===== src/rtl/region_decoder.sv =====
// Programmable address-region decoder: a table of base/width/wait entries feeds a
// bus-cycle FSM that produces a registered chip select plus a DTACK or BERR handshake.
module region_match #(
  parameter int AW = 24
) (
  input  logic          en,
  input  logic [AW-1:0] base,
  input  logic [4:0]    width,
  input  logic [AW-1:0] addr,
  output logic          match
);
  logic [AW-1:0] mask;

  // A width at or beyond the address width ignores every bit, so the entry matches everything.
  always_comb begin
    if (int'(width) >= AW) mask = '0;
    else                   mask = {AW{1'b1}} << width;
    match = en && (((addr ^ base) & mask) == '0);
  end
endmodule

module region_decoder #(
  parameter int REGIONS     = 24,
  parameter int AW          = 24,
  parameter int WS_W        = 4,
  parameter int BERR_CYCLES = 64,
  localparam int IW         = (REGIONS > 1) ? $clog2(REGIONS) : 1
) (
  input  logic               clk,
  input  logic               reset_n,
  input  logic               cfg_we,
  input  logic [IW-1:0]      cfg_idx,
  input  logic [AW-1:0]      cfg_base,
  input  logic [4:0]         cfg_width,
  input  logic [WS_W-1:0]    cfg_wait,
  input  logic               cfg_en,
  input  logic [AW-1:0]      cpu_a,
  input  logic               cpu_as_n,
  output logic [REGIONS-1:0] cs,
  output logic [IW-1:0]      hit_idx,
  output logic               dtack_n,
  output logic               berr_n,
  output logic               busy
);
  localparam int WS_MAX  = (1 << WS_W) - 1;
  localparam int CNT_MAX = (WS_MAX > BERR_CYCLES) ? WS_MAX : BERR_CYCLES;
  localparam int CW      = $clog2(CNT_MAX + 1);

  typedef struct packed {
    logic            en;
    logic [AW-1:0]   base;
    logic [4:0]      width;
    logic [WS_W-1:0] ws;
  } entry_t;

  typedef enum logic [2:0] {IDLE, DECODE, WAIT, ACK, MISS, ERR} state_t;

  entry_t             tbl [REGIONS];
  state_t             state, state_d;
  logic [AW-1:0]      a_q, a_d;
  logic [CW-1:0]      cnt, cnt_d;
  logic [REGIONS-1:0] cs_d, match, hit_oh;
  logic [IW-1:0]      hit_d, hit_sel;
  logic [WS_W-1:0]    hit_ws;
  logic               hit_any, dtack_d, berr_d;

  always_ff @(posedge clk or negedge reset_n) begin
    if (!reset_n) begin
      for (int i = 0; i < REGIONS; i++) tbl[i] <= '0;
    end else if (cfg_we && (int'(cfg_idx) < REGIONS)) begin
      tbl[cfg_idx] <= '{en: cfg_en, base: cfg_base, width: cfg_width, ws: cfg_wait};
    end
  end

  for (genvar g = 0; g < REGIONS; g++) begin : g_match
    region_match #(.AW(AW)) u_match (
      .en    (tbl[g].en),
      .base  (tbl[g].base),
      .width (tbl[g].width),
      .addr  (a_q),
      .match (match[g])
    );
  end

  // Lowest matching index wins; hit_oh is one-hot by construction.
  always_comb begin
    hit_any = 1'b0;
    hit_oh  = '0;
    hit_sel = '0;
    hit_ws  = '0;
    for (int i = 0; i < REGIONS; i++) begin
      if (match[i] && !hit_any) begin
        hit_any   = 1'b1;
        hit_oh[i] = 1'b1;
        hit_sel   = IW'(i);
        hit_ws    = tbl[i].ws;
      end
    end
  end

  always_comb begin
    state_d = state;
    a_d     = a_q;
    cs_d    = cs;
    hit_d   = hit_idx;
    cnt_d   = cnt;
    dtack_d = dtack_n;
    berr_d  = berr_n;
    case (state)
      IDLE: if (!cpu_as_n) begin
        a_d     = cpu_a;
        state_d = DECODE;
      end
      DECODE: begin
        if (cpu_as_n) begin
          state_d = IDLE;
          cs_d    = '0;
        end else if (hit_any) begin
          cs_d    = hit_oh;
          hit_d   = hit_sel;
          cnt_d   = CW'(hit_ws);
          state_d = (hit_ws == '0) ? ACK : WAIT;
        end else begin
          cs_d    = '0;
          cnt_d   = CW'(BERR_CYCLES - 1);
          state_d = MISS;
        end
      end
      WAIT: begin
        if (cpu_as_n) begin
          state_d = IDLE;
          cs_d    = '0;
        end else begin
          if (cnt == CW'(1)) state_d = ACK;
          if (cnt != '0)     cnt_d   = cnt - CW'(1);
        end
      end
      ACK: begin
        if (cpu_as_n) begin
          state_d = IDLE;
          cs_d    = '0;
          dtack_d = 1'b1;
        end else begin
          dtack_d = 1'b0;
        end
      end
      MISS: begin
        if (cpu_as_n) begin
          state_d = IDLE;
          cs_d    = '0;
        end else if (cnt == '0) begin
          state_d = ERR;
          berr_d  = 1'b0;
        end else begin
          cnt_d = cnt - CW'(1);
        end
      end
      ERR: if (cpu_as_n) begin
        state_d = IDLE;
        berr_d  = 1'b1;
      end
      default: state_d = IDLE;
    endcase
  end

  always_ff @(posedge clk or negedge reset_n) begin
    if (!reset_n) begin
      state   <= IDLE;
      a_q     <= '0;
      cs      <= '0;
      hit_idx <= '0;
      cnt     <= '0;
      dtack_n <= 1'b1;
      berr_n  <= 1'b1;
    end else begin
      state   <= state_d;
      a_q     <= a_d;
      cs      <= cs_d;
      hit_idx <= hit_d;
      cnt     <= cnt_d;
      dtack_n <= dtack_d;
      berr_n  <= berr_d;
    end
  end

  assign busy = (state != IDLE);
endmodule


===== config.mk =====
export PLATFORM = sky130hd
export DESIGN_NAME = region_decoder
export DESIGN_NICKNAME = d
export VERILOG_FILES = /design/src/rtl/region_decoder.sv
export SDC_FILE = /design/constraint.sdc
export NUM_CORES = 2
export LEC_CHECK = 0
export BUFFER_PORTS_ARGS = -buffer_cell sky130_fd_sc_hd__buf_2
export CELL_PAD_IN_SITES_DETAIL_PLACEMENT = 1
export CELL_PAD_IN_SITES_GLOBAL_PLACEMENT = 2
export CORE_MARGIN = 1
export CORE_UTILIZATION = 30
export CTS_BUF_LIST = sky130_fd_sc_hd__clkbuf_2
export CTS_CLUSTER_DIAMETER = 150
export DETAILED_ROUTE_END_ITERATION = 10
export MAX_ROUTING_LAYER = met4
export PLACE_DENSITY = 0.55
export SETUP_SLACK_MARGIN = 0.5
export SLEW_MARGIN = 30
export SYNTH_ARGS = -nofsm -noshare
export SYNTH_HDL_FRONTEND = slang
export SYNTH_SLANG_ARGS = --single-unit
export TNS_END_PERCENT = 10

===== constraint.sdc =====
create_clock -name clk -period 5.85 [get_ports clk]
set_input_delay 0 -clock clk [delete_from_list [all_inputs] [get_ports clk]]
set_output_delay 0 -clock clk [all_outputs]
set_load 0.02 [all_outputs]

* Yosys cells after proc, flatten, opt, wreduce, memory -nomap -nowiden *
Cells that the tools add are included.

cells by class
  reductions and logical operators = 112
  magnitude comparators = 27
  mux-type cells = 147
  bitwise operators = 50
  add/sub/neg operators = 1
  eq/ne operators = 18
  shift-type cells = 24

operator list
  kind                                                  count
  bitwise mux 816 bit                                   1
  2-to-1 mux 24 bit                                     27
  AND 24 bit                                            24
  zero test 24 bit                                      24
  left shift 24 x 5 -> 24 bit (first input constant)    24
  bitwise XOR 24 bit                                    24
  demux 34 bit (select 5 bit)                           1
  >= comparator 5 bit (second input constant)           24
  2-to-1 mux 5 bit                                      22
  2-to-1 mux 4 bit                                      24
  2-to-1 mux 1 bit                                      53
  logical AND 1 bit                                     49
  one-hot mux 24 bit (2 select lines)                   1
  2-to-1 mux 7 bit                                      5
  2-to-1 mux 34 bit                                     1
  2-to-1 mux 3 bit                                      8
  zero test 1 bit                                       23
  one-hot mux 7 bit (3 select lines)                    1
  != test 2 bit (second input constant)                 8
  one-hot mux 3 bit (5 select lines)                    1
  AND reduction 4 bit                                   2
  equality test 7 x 1 -> 1 bit (second input constant)  1
  zero test 7 bit                                       1
  nonzero test 7 bit                                    1
  other kinds (22)                                      29

storage, ports and cells
  output and inout port bits = 32
  input bits = 67
  register bits = 881
  word-level logic and storage cells = 482

* Depth between registers and ports, before layout *
  depth in word-level cells = 80
  gate-level depth with buffers = 17
  depth with buffers taken out = 13

* Modules after synthesis *
Synthesis repeated with hierarchy kept, for this count alone.

second synthesis, totals
  cells, all modules = 3893
  area total of the unflattened synthesis = 46321.9 µm²

modules (own cells, without submodules)
  module          area an instance (µm²)  sequential area each (µm²)  cells each  instances
  region_decoder  34580.7                 22048.6                     2309        1
  region_match    489.2                   0.0                         66          24

* Worst setup path before layout *
Ideal clock, no wire load.

  path type = register -> register
  from = register tbl[583] (netlist bit)
  to = register state[0]
  slack = 2.159 ns
  setup time = 0.118 ns
  data arrival time = 3.573 ns
  clock period less this slack = 3.691 ns
  path buffers = 3
  cell stages (with the launch flop) = 17
  required time = 5.732 ns
  cell sequence = dfrtp_1 clkbuf_1 o21ai_0 a221oi_1 or3b_1 a31o_1 o311a_2 or2_0 buf_2 or4_4 buf_6 or3_4 o32ai_2 o311ai_1 a31oi_1 a211oi_1 a21o_1

on the way
  longest elaborated chain between the ends = 63
  elaborated cells between the ends (all ways) = 82
  classes of those cells = 1 x order compare; 1 x shift; 41 x mux; 1 x bitwise; 38 x reduce/logical

ends and longest elaborated chain
  item                                                                       RTL line  source
  from (decl)                                                                58        entry_t tbl [REGIONS];
  from (signal, indexed assignment)                                          71        tbl[cfg_idx] <= '{en: cfg_en, base: cfg_base, width: cfg_width, ws: cfg_wait};
  left shift 24 x 5 -> 24 bit / >= comparator 5 bit (equally long branches)  17, 16
  2-to-1 mux 24 bit *                                                        16        if (int'(width) >= AW) mask = '0;
  AND 24 bit *                                                               18        match = en && (((addr ^ base) & mask) == '0);
  zero test 24 bit *                                                         18
  logical AND 1 bit *                                                        18
  logical AND 1 bit *                                                        92        if (match[i] && !hit_any) begin
  2-to-1 mux 1 bit                                                           92
  zero test 1 bit                                                            92
  [... 47 more ...]                                                          -
  zero test 1 bit                                                            92
  logical AND 1 bit                                                          92
  2-to-1 mux 4 bit                                                           92
  zero test 4 bit                                                            122       state_d = (hit_ws == '0) ? ACK : WAIT;
  2-to-1 mux 1 bit                                                           122
  2-to-1 mux 3 bit *                                                         118       end else if (hit_any) begin
  2-to-1 mux 3 bit *                                                         115       if (cpu_as_n) begin
  one-hot mux 3 bit (5 select lines) *                                       109       case (state)
  to (signal assigned)                                                       176       state <= state_d;
  to (decl)                                                                  59        state_t state, state_d;

Mark *: on every way between the ends. The rest lies on a longest branch, timed or not.
A chain may end at the register's enable or synchronous reset.

* Final worst setup path *
  from = register a_q[10]
  to = register state[0]

on the way
  longest elaborated chain between the ends = 79
  elaborated cells between the ends (all ways) = 195
  classes of those cells = 52 x mux; 48 x bitwise; 95 x reduce/logical

ends and longest elaborated chain
  item                                  RTL line  source
  from (decl)                           60        logic [AW-1:0] a_q, a_d;
  from (signal assigned)                169       a_q <= '0;
  from (signal assigned)                177       a_q <= a_d;
  bitwise XOR 24 bit                    18
  AND 24 bit                            18
  zero test 24 bit                      18
  logical AND 1 bit                     18
  2-to-1 mux 1 bit                      92
  zero test 1 bit                       92
  logical AND 1 bit                     92
  2-to-1 mux 1 bit                      92
  [... 63 more ...]                     -
  zero test 1 bit                       92
  logical AND 1 bit                     92
  2-to-1 mux 4 bit                      92
  zero test 4 bit                       122
  2-to-1 mux 1 bit                      122
  2-to-1 mux 3 bit *                    118
  2-to-1 mux 3 bit *                    115
  one-hot mux 3 bit (5 select lines) *  109

Marked as above.

==> impl_metrics.tcl <==
set metrics [dict create \
    status "finished, final reports clean" \
    pwr-share-comb_pct 37.6 \
    startpoint_type "register" \
    htree_levels 5 \
    syn_area_mm2 0.0460 \
    routed.top_layer "met4" \
    final.setup_skew_ps 110 \
    synthMuxAreaShare_pct 20.5 \
    slew_headroom_pct 24.1 \
    met2_length_mm 84.6 \
    min_from "cfg_width[1]" \
    layout-drive-gt1-share_pct 34.4 \
    synth_cells 3957 \
    vias 34430 \
    grt_max_degree 149 \
    cp_top_family "simple AND/OR/NAND/NOR gates" \
    post_cts_buffers 0 \
    io-pin-count 99 \
    cts_made_buffers 285 \
    synthToLayoutAreaGrowth_pct 17.0 \
    arrival_ps 6510 \
    ys.warnings.count 0 \
    core_mm2 0.152 \
    period_share_pct 85.5 \
    clk_pin_slew_ps 100 \
    synth_nets 4027 \
    reg2reg_setup_slack_ps 850 \
    start_util_pct 30.2 \
    worstSetupStartpoint "a_q[10]" \
    cts_root_buffer "clkbuf_2" \
    port_buffers 98 \
    ys_ff_latch 881 \
    setup_viol 0 \
    crit_type "reg -> reg" \
    drtIter0Drc 2249 \
    viasPerCell 5.22 \
    dieHeight_um 393 \
    crit_path_cell_trace "buf_4 > xor2_1 > a221oi_1 > nor3b_1 > a311oi_1 > nor2_1 > or2_0 > or4_4 > or3_1 > nor3b_1 > nand2_1 > o2111ai_1 > a211oi_1 > a21o_1" \
    synth_compound_area_share_pct 10.7 \
    end_kind "register" \
    final_cell_mix "855 x dfrtp_1, 832 x mux2_2, 411 x clkbuf_2, 312 x xor2_1, 265 x xnor2_1" \
    track_usage_pct 24.8 \
    synth_edf_count 0 \
    die_w_um 393 \
    power_density_mw_per_mm2 410 \
    final-max-slew-violation-count 0 \
    ys_async_sr_fraction_pct 100 \
    fillers 16740 \
    tritoncts "done" \
    pwr-share-seq_pct 40.6 \
    gp_congestion 0.817 \
    route.detailed.drc 0 \
    synth_top_family_by_area "multiplexers" \
    rr_startpoint "a_q[10]" \
    synth_top_area_share_pct 47.8 \
    worstSkewPairLatency_ps 1660 \
    cts.sinks 881 \
    final_common_cell "dfrtp_1" \
    synth-simple-area-share_pct 6.04 \
    ys.flop_type "dfrtp_1" \
    wl_met1_mm 90.6 \
    ys_types 94 \
    clk_path_buf_depth 4 \
    tns_ps 0 \
    leakagePower_nw 24.2 \
    cpMostUsedCell "nor3b_1" \
    fin_hold_ws_ps 266 \
    synthTopCellsByArea "dfrtp_1 48%, mux2_2 20%, xor2_1 5.9%" \
    tightestPinTransition_ps 1140 \
    power_frac_clock_pct 21.8 \
    post_drt_wl_per_cell_um 28.2 \
    grt_pass1_vias 36644 \
    synth-xor-area-share_pct 11.0 \
    drt_pass1_iterations 5 \
    p_int_w 0.0128 \
    synth_area_per_cell_um2 11.6 \
    grt_overflow 0 \
    antenna_found_initial 23 \
    rsz0062_at_grt "false" \
    wirelength_mm 186 \
    dieArea_mm2 0.155 \
    p_sw_w 0.00927 \
    grt_first_pass_wirelength_mm 271 \
    period_minus_slack_ps 5000 \
    hold_class "in -> reg" \
    slowest_stage "dfrtp_2" \
    cp.required_ps 7360 \
    ys_seq_area_share_pct 48.0 \
    num_rows 143 \
    peakVddDrop_mv 0.243 \
    dp_hpwl_mm 112 \
    p_sw_share_pct 42.1 \
    timing.fmax_ghz 0.200 \
    wl_met3_mm 7.06 \
    synth_top_cell_by_area "dfrtp_1" \
    maxCapViolCount 0 \
    cp_max_fo 13 \
    path_buf_inv 1 \
    cpPeakStageDelay_ps 790 \
    ant_nets 0 \
    fin_nets 4451 \
    hold_violations 0 \
    synth_fa_ha_area_share_pct 0.196 \
]
[cell type report]
type	instances	area, um^2	share of cell area (%)
diodes	16	40.0	0.0744
multi-input cells	2702	22300	41.5
repair buffers	462	4390	8.16
well taps	2030	2540	4.72
clock buffers	411	2060	3.82
clock inverters	44	193	0.358
inverters	49	184	0.342
flip-flops and latches	881	22100	41.0
[cells by family after synthesis]
family,Yosys count
flip-flops,881
multiplexers,836
AO/OA/AOI/OAI,718
XOR/XNOR,577
AND/OR/NAND/NOR,563
buffers and inverters,374
adder cells (fa/ha/maj),8
[power by group through the flow]
stage | Clock, W | Combinational (W) | Sequential, W
2_1_floorplan | 0 | 0.00590 | 0.00789
3_3_place_gp | 0 | 0.00799 | 0.00904
3_5_place_dp | 0 | 0.00800 | 0.00908
4_1_cts | 0.00503 | 0.00836 | 0.00895
5_1_grt | 0.00531 | 0.00896 | 0.00914
6_report | 0.00480 | 0.00829 | 0.00895
[flip-flops by register name, summed over array words and instances, names as in the netlist]
signal / count
dtack_n: 1
hit_idx: 5
state: 3
a_q: 24
tbl: 816
cnt: 7
cs: 24
berr_n: 1
[synthesized netlist by cell type (8+ instances only)]
cell type  instances
nor2b_1           14
nand2b_1          14
mux2_2           832
o21bai_1          12
buf_2             23
buf_4             39
or3_1             11
o221ai_1           9
buf_1             18
nor3_1            26
a22oi_1           27
nand2_1          204
a32oi_1           12
a221oi_1          25
nor3b_1           11
o21a_1            17
a41oi_1           13
o22ai_1           18
or2_2             10
a2111oi_0         12
a21o_1            16
inv_1             49
a222oi_1           9
o2111ai_1         11
and2_1            24
nand4_1           22
o211ai_1          44
xnor2_1          265
nor4_1            19
a22o_1            21
o31ai_1           11
xor2_1           312
nor2_1            94
and3_1            18
a21oi_1          159
o21ai_0          144
dfrtp_1          879
clkbuf_1         230
o31a_1             8
a211oi_1          25
a31oi_1           37
nand3_1           64
buf_6             15
a32o_1            11
[worst register-to-register path: cells and delay by family (launching register included)]
kind            cells  cell delay (ps)
compound gates      5             1290
xor+xnor            1              190
flops               1              790
buf+inv             1              340
simple gates        7             2330
[path summary, 6_finish.rpt]
kind                                   end  cells after the start
worst max-delay path              state[0]                     14
worst min-delay path              tbl[107]                      6
worst max register to register    state[0]                     14
worst min register to register       cs[1]                      2
max in group asynchronous           a_q[1]                      8
min in group asynchronous       hit_idx[0]                      6
[timing repair]
action | in CTS | in global routing
gates resized for setup | 0 | 0
endpoints found under the setup margin | 0 | 0
endpoints found under the hold margin | 1762 | 0
hold buffers | 244 | 0
[metrics by stage]
step / worst slack (ps) / std cells / area (um^2) / total power (W) / utilization, %
6_report: 848 / 6595 / 53800 / 0.0220 / 35.4
5_1_grt: 581 / 6585 / 53800 / 0.0234 / 35.4
4_1_cts: 961 / 6578 / 53700 / 0.0223 / 35.3
3_5_place_dp: 989 / 5879 / 48800 / 0.0171 / 32.1
3_3_place_gp: 1030 / 5876 / 48700 / 0.0170 / 32.0
2_1_floorplan: 2160 / 3957 / 46000 / 0.0138 / -
[routing by layer]
metal  track usage (%)  vias up
met5                 -        -
met4              6.71        0
met3              3.10      294
met2              37.4      844
met1              34.8    18191
li1                  -    15101
Note: power is estimated with default switching activity, not from simulation.
